==> src/rtl/sprite_pkg.sv <==
// sprite_pkg: shared screen constants and types for the player sprite read path.
// Build option: SPRITE_ANIM_EN enables multi-frame animation in player_sprite_reader.
package sprite_pkg;
    localparam int SCREEN_W = 640;
    localparam int SCREEN_H = 480;
    typedef logic [9:0]  coord_t;
    typedef logic [18:0] sprite_addr_t;
    typedef logic [2:0]  pal_idx_t;
    // Width of a counter holding 0..n-1, never narrower than one bit.
    function automatic int cnt_w(input int n);
        return n > 1 ? $clog2(n) : 1;
    endfunction
endpackage

==> src/rtl/sprite_anim_ctr.sv <==
// sprite_anim_ctr: animation step counter for the player sprite.
// Ports:
//   Clk, Reset      - clock, synchronous active-high reset
//   i_frame_start   - one-cycle pulse per video frame
//   o_frame         - current animation frame, 0..NUM_FRAMES-1
// Counts FRAME_HOLD frame_start pulses per animation step, then advances o_frame (wrapping).
// Used by player_sprite_reader only when SPRITE_ANIM_EN is defined.
module sprite_anim_ctr import sprite_pkg::*; #(
    parameter int FRAME_HOLD = 8,
    parameter int NUM_FRAMES = 2,
    parameter int FW         = 1
) (
    input  logic          Clk,
    input  logic          Reset,
    input  logic          i_frame_start,
    output logic [FW-1:0] o_frame
);
    localparam int HW = cnt_w(FRAME_HOLD);
    logic [HW-1:0] r_hold;
    logic [FW-1:0] r_frame;
    always_ff @(posedge Clk) begin
        if (Reset) begin
            r_hold  <= '0;
            r_frame <= '0;
        end else if (i_frame_start) begin
            if (r_hold == HW'(FRAME_HOLD - 1)) begin
                r_hold  <= '0;
                r_frame <= (r_frame == FW'(NUM_FRAMES - 1)) ? '0 : r_frame + FW'(1);
            end else begin
                r_hold <= r_hold + HW'(1);
            end
        end
    end
    assign o_frame = r_frame;
endmodule

==> src/rtl/player_sprite_reader.sv <==
// player_sprite_reader: raster-side read engine for the player sprite RAM.
// Ports:
//   Clk, Reset            - pixel clock, synchronous active-high reset
//   frame_start           - one-cycle pulse at start of vertical blank; loads shadows
//   DrawX, DrawY          - current raster coordinate
//   pos_x, pos_y, visible - player position/enable, shadowed on frame_start
//   read_address          - registered sprite RAM address (valid 1 cycle after DrawX/DrawY)
//   rd_data               - RAM data; [2:0] palette index, [4:3] ignored
//   pixel_on, pixel_idx   - opaque-hit flag and palette index (2 cycles after DrawX/DrawY)
// Build option: define SPRITE_ANIM_EN to cycle through NUM_FRAMES stored sprite frames.
module player_sprite_reader import sprite_pkg::*; #(
    parameter int SPR_W      = 24,
    parameter int SPR_H      = 30,
    parameter int NUM_FRAMES = 2,
    parameter int FRAME_HOLD = 8,
    parameter int INIT_X     = 308,
    parameter int INIT_Y     = 440
) (
    input  logic         Clk,
    input  logic         Reset,
    input  logic         frame_start,
    input  coord_t       DrawX,
    input  coord_t       DrawY,
    input  coord_t       pos_x,
    input  coord_t       pos_y,
    input  logic         visible,
    output sprite_addr_t read_address,
    input  logic [4:0]   rd_data,
    output logic         pixel_on,
    output pal_idx_t     pixel_idx
);
    coord_t       r_sx, r_sy;
    logic         r_svis;
    sprite_addr_t r_addr;
    logic         r_hit1, r_hit2;
    logic         w_hit;
    coord_t       w_dx, w_dy;
    sprite_addr_t w_base, w_addr;
    logic         w_unused_rd;
    // Bounds in 11 bits so a sprite near X/Y=1023 clips instead of wrapping.
    assign w_hit = r_svis
                && ({1'b0, DrawX} >= {1'b0, r_sx}) && ({1'b0, DrawX} < {1'b0, r_sx} + 11'(SPR_W))
                && ({1'b0, DrawY} >= {1'b0, r_sy}) && ({1'b0, DrawY} < {1'b0, r_sy} + 11'(SPR_H));
    assign w_dx = DrawX - r_sx;
    assign w_dy = DrawY - r_sy;
`ifdef SPRITE_ANIM_EN
    localparam int FW = cnt_w(NUM_FRAMES);
    logic [FW-1:0] w_frame;
    sprite_anim_ctr #(
        .FRAME_HOLD (FRAME_HOLD),
        .NUM_FRAMES (NUM_FRAMES),
        .FW         (FW)
    ) u_anim (
        .Clk           (Clk),
        .Reset         (Reset),
        .i_frame_start (frame_start),
        .o_frame       (w_frame)
    );
    assign w_base = sprite_addr_t'(w_frame) * sprite_addr_t'(SPR_W * SPR_H);
`else
    assign w_base = '0;
`endif
    assign w_addr = w_base + sprite_addr_t'(w_dy) * sprite_addr_t'(SPR_W) + sprite_addr_t'(w_dx);
    always_ff @(posedge Clk) begin
        if (Reset) begin
            r_sx   <= coord_t'(INIT_X);
            r_sy   <= coord_t'(INIT_Y);
            r_svis <= 1'b1;
            r_addr <= '0;
            r_hit1 <= 1'b0;
            r_hit2 <= 1'b0;
        end else begin
            // The pixel in this cycle still tests against the old shadows.
            if (frame_start) begin
                r_sx   <= pos_x;
                r_sy   <= pos_y;
                r_svis <= visible;
            end
            // Holding the address on a miss keeps the RAM address bus quiet.
            if (w_hit)
                r_addr <= w_addr;
            r_hit1 <= w_hit;
            r_hit2 <= r_hit1;
        end
    end
    assign read_address = r_addr;
    assign pixel_on     = r_hit2 && (rd_data[2:0] != 3'd0);
    assign pixel_idx    = pixel_on ? rd_data[2:0] : 3'd0;
    assign w_unused_rd  = ^rd_data[4:3];
endmodule

==> config.mk <==
export PLATFORM = sky130hd
export DESIGN_NAME = player_sprite_reader
export DESIGN_NICKNAME = d
export VERILOG_FILES = /design/src/rtl/sprite_pkg.sv /design/src/rtl/sprite_anim_ctr.sv /design/src/rtl/player_sprite_reader.sv
export SDC_FILE = /design/constraint.sdc
export NUM_CORES = 1
export LEC_CHECK = 0
export ABC_AREA = 1
export BUFFER_PORTS_ARGS = -buffer_cell sky130_fd_sc_hd__buf_2
export CAP_MARGIN = 20
export CORE_MARGIN = 2
export CORE_UTILIZATION = 45
export DETAILED_ROUTE_END_ITERATION = 12
export MAX_ROUTING_LAYER = met4
export PLACE_DENSITY = 0.77
export SLEW_MARGIN = 0
export SYNTH_ARGS = -nofsm -noshare
export SYNTH_HDL_FRONTEND = slang
export SYNTH_SLANG_ARGS = --single-unit
==> constraint.sdc <==
create_clock -name Clk -period 3.95 [get_ports Clk]
set_input_delay 0.395 -clock Clk [delete_from_list [all_inputs] [get_ports Clk]]
set_output_delay 0.395 -clock Clk [all_outputs]
set_load 0.005 [all_outputs]
After elaboration in Yosys (flattened, before gate mapping)
Cells that the tools add are included.

Input port bits: 49. Register bits after elaboration: 42. Logic and storage cells: 23.

Multiplexer cells: 1. Multiply operators: 1. Magnitude comparators: 4. Add/sub/neg operators: 5. Reduce and logical (&&, ||, !) cells: 6.

Operator list (count): 10-bit by 5-bit adder with 11-bit output, second input constant (2); 10-bit by 11-bit < comparator with 1-bit output (2); 10-bit greater-or-equal comparator (2); 10-bit subtractor (2); 15-bit by 10-bit adder with 16-bit output (1); 10-bit by 2-bit multiplier with 12-bit output, second input constant (1); 1-bit logical AND (5); 3-bit 2-to-1 mux (1); 3-bit nonzero test (1).

Logic depth before layout (Yosys ltp)
Depth after elaboration: 5. Gate-level depth with buffers: 27. Mapped depth without buffers: 27.

Worst setup path after synthesis
Ideal clock, no wire load.

Kind: input to register. Start point: input port DrawY[0]. End point: register r_addr[14], in the netlist read_address[14]. Stages: 24. Arrival time: 3385 ps. Library setup time: 109 ps. Path buffers: 0. Path slack: 457 ps. Path through: inv_1 ha_1 fa_1 inv_1 nand2_1 nand2_2 nand2_1 xnor2_1 ha_1 a21oi_1 nand2_1 xor2_1 ha_1 nand2_1 nor3_1 a21oi_1 nor2_1 nand3_2 nor2_4 nand3_1 nand2_1 nand3_1 nand2_1 inv_1.

Cells in the longest elaborated chain, start to end: 3. Elaborated cells between the ends (all ways): 7. Classes of those cells: add/sub (2); mul (1); order compare (2); reduce/logical (2).

RTL lines: start, declared (RTL line player_sprite_reader.sv:23) `input coord_t DrawY,`; 10-bit subtractor or 10-bit greater-or-equal comparator (tied branches) (RTL line player_sprite_reader.sv:45, player_sprite_reader.sv:43); 10-bit by 2-bit multiplier with 12-bit output or 1-bit logical AND (tied branches) (RTL line player_sprite_reader.sv:63, player_sprite_reader.sv:43); 15-bit by 10-bit adder with 16-bit output or 1-bit logical AND (tied branches) (RTL line player_sprite_reader.sv:63, player_sprite_reader.sv:43); end signal, assigned (RTL line player_sprite_reader.sv:81) `r_addr <= w_addr;`; end, declared (RTL line player_sprite_reader.sv:34) `sprite_addr_t r_addr;`.

Several ways; a longest one is shown, not always the timed one. A chain may end at the register's enable or synchronous reset.

Worst setup path in the final report
Start point: register r_sy[0]. End point: register r_addr[14], in the netlist read_address[14].

Cells in the longest elaborated chain, start to end: 3. Elaborated cells between the ends (all ways): 8. Classes of those cells: add/sub (3); mul (1); order compare (2); reduce/logical (2).

RTL lines: start, declared (RTL line player_sprite_reader.sv:32) `coord_t r_sx, r_sy;`; start signal, assigned (RTL line player_sprite_reader.sv:67) `r_sy <= coord_t'(INIT_Y);`; start signal, assigned (RTL line player_sprite_reader.sv:76) `r_sy <= pos_y;`; 10-bit subtractor, or another cell as far along (RTL line player_sprite_reader.sv:45) `assign w_dy = DrawY - r_sy;`; 10-bit by 2-bit multiplier with 12-bit output, or another cell as far along (RTL line player_sprite_reader.sv:63) `assign w_addr = w_base + sprite_addr_t'(w_dy) * sprite_addr_t'(SPR_W) + sprite_addr_t'(w_dx);`; 15-bit by 10-bit adder with 16-bit output or 1-bit logical AND (tied branches) (RTL line player_sprite_reader.sv:63, player_sprite_reader.sv:43).

Several ways; a longest one is shown, not always the timed one.

==> flow_summary.toml <==
[outcome]
status = "complete, no violations"

[global_routing]
grt_pass1_wl_um = 14400
gr-total-overflow = 0
grt_max_degree = 29
grt_pass1_vias = 3309
track_usage = 0.201
antenna_found_initial = 0

[synth]
synth.distinct_cells = 39
yosys_register_bits = 39
syn_inst = 562
ys_async_sr_fraction = 0
synth-warning-count = 0
synth.top_cells.by_area = "dfxtp_1 (20%), ha_1 (18%), nand2_1 (11%)"
avgSynthCellArea_um2 = 6.86
synthFlopType = "dfxtp_1"
synth_top_cell_area_share = 0.203
synth-edff-count = 0
ys_seq_area_frac = 0.203
netlist_area_um2 = 3850
synth_top_cell_by_area = "dfxtp_1"

[cells_and_area]
drive_above_1_share = 0.179
area_delta_synth_final_pct = 13.7
final_area_um2 = 4380
diodes = 0
post-route-util = 0.531
final_nets = 732

[timing]
finalCritPeriodShare = 0.937
tightestPinTransition_ps = 774
fin_skew_ps = 12.6
post-route-min-period_ps = 3700
rsz0062_at_grt = "no"
setup_slack_ps = 251
slew_headroom = 0.483
max_freq_mhz = 270
setup_violations = 0
maxSlewViolCount = 0
hold_viol = 0

[min_path]
whs_path_depth = 3
worstHoldPathType = "in -> reg"
min-delay-start = "pos_y[3]"
holdPathEnd = "r_sy[3]$_SDFFE_PP1P_"

[worst_setup_path]
worstPathMaxFanout = 5
r2r_slack_ps = 250
cp.arrival_ps = 3880
rr_startpoint = "r_sy[0]$_SDFFE_PP0P_"
setup.worst_path.start_class = "register"
critPathKind = "reg -> reg"
r2r_cells = 23
required_ps = 4140
endpoint_kind = "register"
r2r-end = "read_address[14]$_SDFFE_PP0P_"

[floorplanning]
initial_core_util = 0.467
pin_count = 72
core_region_area_um2 = 8260
die_w_um = 96.5
dieArea_um2 = 9320
dieHeight_um = 96.5
row_count = 33

[place]
port_buffers = 66
hpwl_um = 7180
place.gp.congestion = 0.916
dpl_cell_area_um2 = 4250
place_ws_ps = -17.7

[power_and_ir_drop]
seq_power_share = 0.219
combPwrFrac = 0.615
ir_drop_uv = 224
p_switching_w = 0.000893
power_frac_clock = 0.166
switching_share = 0.449
p_leak_nw = 2.40
power.density_nw_per_um2 = 454
p_int_w = 0.00110

[detailed_routing]
drt_iter0_markers = 102
ant_nets = 0
dr.pass1.iters = 4
wl_per_cell_um = 12.0
detail_route.vias_per_cell = 4.98
wirelength_um = 8750
drc = 0
routed-via-count = 3632

[clock_network]
cts.sink_count = 39
cts_root_buf = "clkbuf_8"
cts.path.max_buffers = 2
cts_buffers = 5
cts_tree = "done"
clk_latency_ps = 290
clkTransAtPathRegs_ps = 90
ctsHoldBuffers = 0
h-tree-depth = 2

[job]
max_cap_violations = 0
[area by class of cell]
| class | instances | area (um2) |
|---|---|---|
| Clock inverter | 2 | 37.5 |
| Fill cell | 816 | 3880 |
| Timing Repair Buffer | 67 | 338 |
| Inverter | 83 | 313 |
| Clock buffer | 5 | 68.8 |
| Sequential cell | 39 | 782 |
| Multi-Input combinational cell | 429 | 2710 |
| Tap cell | 105 | 131 |
[registers in the layout, indices dropped and copies added (netlist names)]
name and flops:
r_hit1 1, r_hit2 1, r_svis 1, r_sx 10, r_sy 10, read_address 16
[kinds of logic after synthesis]
logic type / after synthesis / synth area share
simple gates: 228 / 0.275
compound gates: 108 / 0.151
buf+inv: 96 / 0.101
fa+ha+maj: 58 / 0.196
flops: 39 / 0.203
xor+xnor: 32 / 0.0727
other cells: 1 / 0.000973
[power groups by stage]
stage / Sequential [W] / Clock, W / Combinational (W)
CTS: 0.000436 / 0.000334 / 0.00120
detailed placement: 0.000445 / 0 / 0.00119
floorplan: 0.000444 / 0 / 0.000957
finish: 0.000436 / 0.000329 / 0.00122
global route: 0.000440 / 0.000351 / 0.00139
global placement: 0.000445 / 0 / 0.00116
[worst max-delay path, stage by stage (launching register included)]
cell,delay (ps)
dfxtp_1,330
ha_1,210
fa_1,420
inv_1,80
nand2_1,60
nand2_2,80
nand2_1,100
xnor2_2,160
ha_1,370
a21oi_1,160
nand2_1,100
xor2_1,150
ha_1,330
nand2_1,110
o21ai_1,160
a21oi_1,80
nor2_1,140
nand3_2,120
nor2_4,140
nand3_1,80
nand2_1,60
nand3_1,60
nand2_1,60
inv_1,40
[synth_stat cells (all sizes together), types with 6 or more instances]
library cell and n:
a21oi 57, buf 7, clkbuf 6, dfxtp 39
ha 54, inv 82, nand2 129, nand3 36
nor2 45, nor3 6, o21ai 43, xnor2 10
xor2 22
[timing repair]
item,CTS,global route
setup endpoints to repair,0,2
resized for setup,0,8
setup buffers,0,0
[through the flow]
stage	instances	hold WS (ps)	setup TNS, ps	power, W
after floorplan	564	388	0	0.00140
after detailed placement	723	405	-17.7	0.00163
final	730	311	0	0.00199
after CTS	730	307	0	0.00197
after global placement	723	393	0	0.00161
after global routing	730	314	0	0.00218
[worst max path at each step]
stage / slack (ps) / cells after the start / start / to
floorplan: 460 / 24 / DrawY[0] / read_address[14]$_SDFFE_PP0P_
global route: 8 / 23 / r_sy[0]$_SDFFE_PP0P_ / read_address[14]$_SDFFE_PP0P_
global placement: 90 / 25 / DrawY[0] / read_address[14]$_SDFFE_PP0P_
finish: 250 / 23 / r_sy[0]$_SDFFE_PP0P_ / read_address[14]$_SDFFE_PP0P_
CTS: 200 / 23 / r_sy[0]$_SDFFE_PP0P_ / read_address[14]$_SDFFE_PP0P_
detailed placement: -20 / 25 / DrawY[0] / read_address[14]$_SDFFE_PP0P_
[layer usage]
layer,vias up,wire (um),track usage
li1,1942,-,-
met5,-,0,-
met1,1616,4200,0.251
met4,0,36,0.0364
met3,4,358,0.0264
met2,70,4160,0.350
[cell usage in the layout, fill, tap and decap left out, types with 3 or more instances in the layout]
cell type	instances
nor2_1	41
fa_1	4
nand2_2	11
nand2_4	4
inv_1	80
xnor2_1	9
nand3b_1	3
or2_1	3
o21ai_0	32
nor3_1	5
nand4_1	4
o21ai_1	10
conb_1	3
xor2_1	22
ha_1	52
nand3_2	3
a21oi_1	54
clkbuf_8	5
buf_2	66
nand2_1	114
dfxtp_1	38
nand3_1	31
Power figures use the tool's default switching activity.
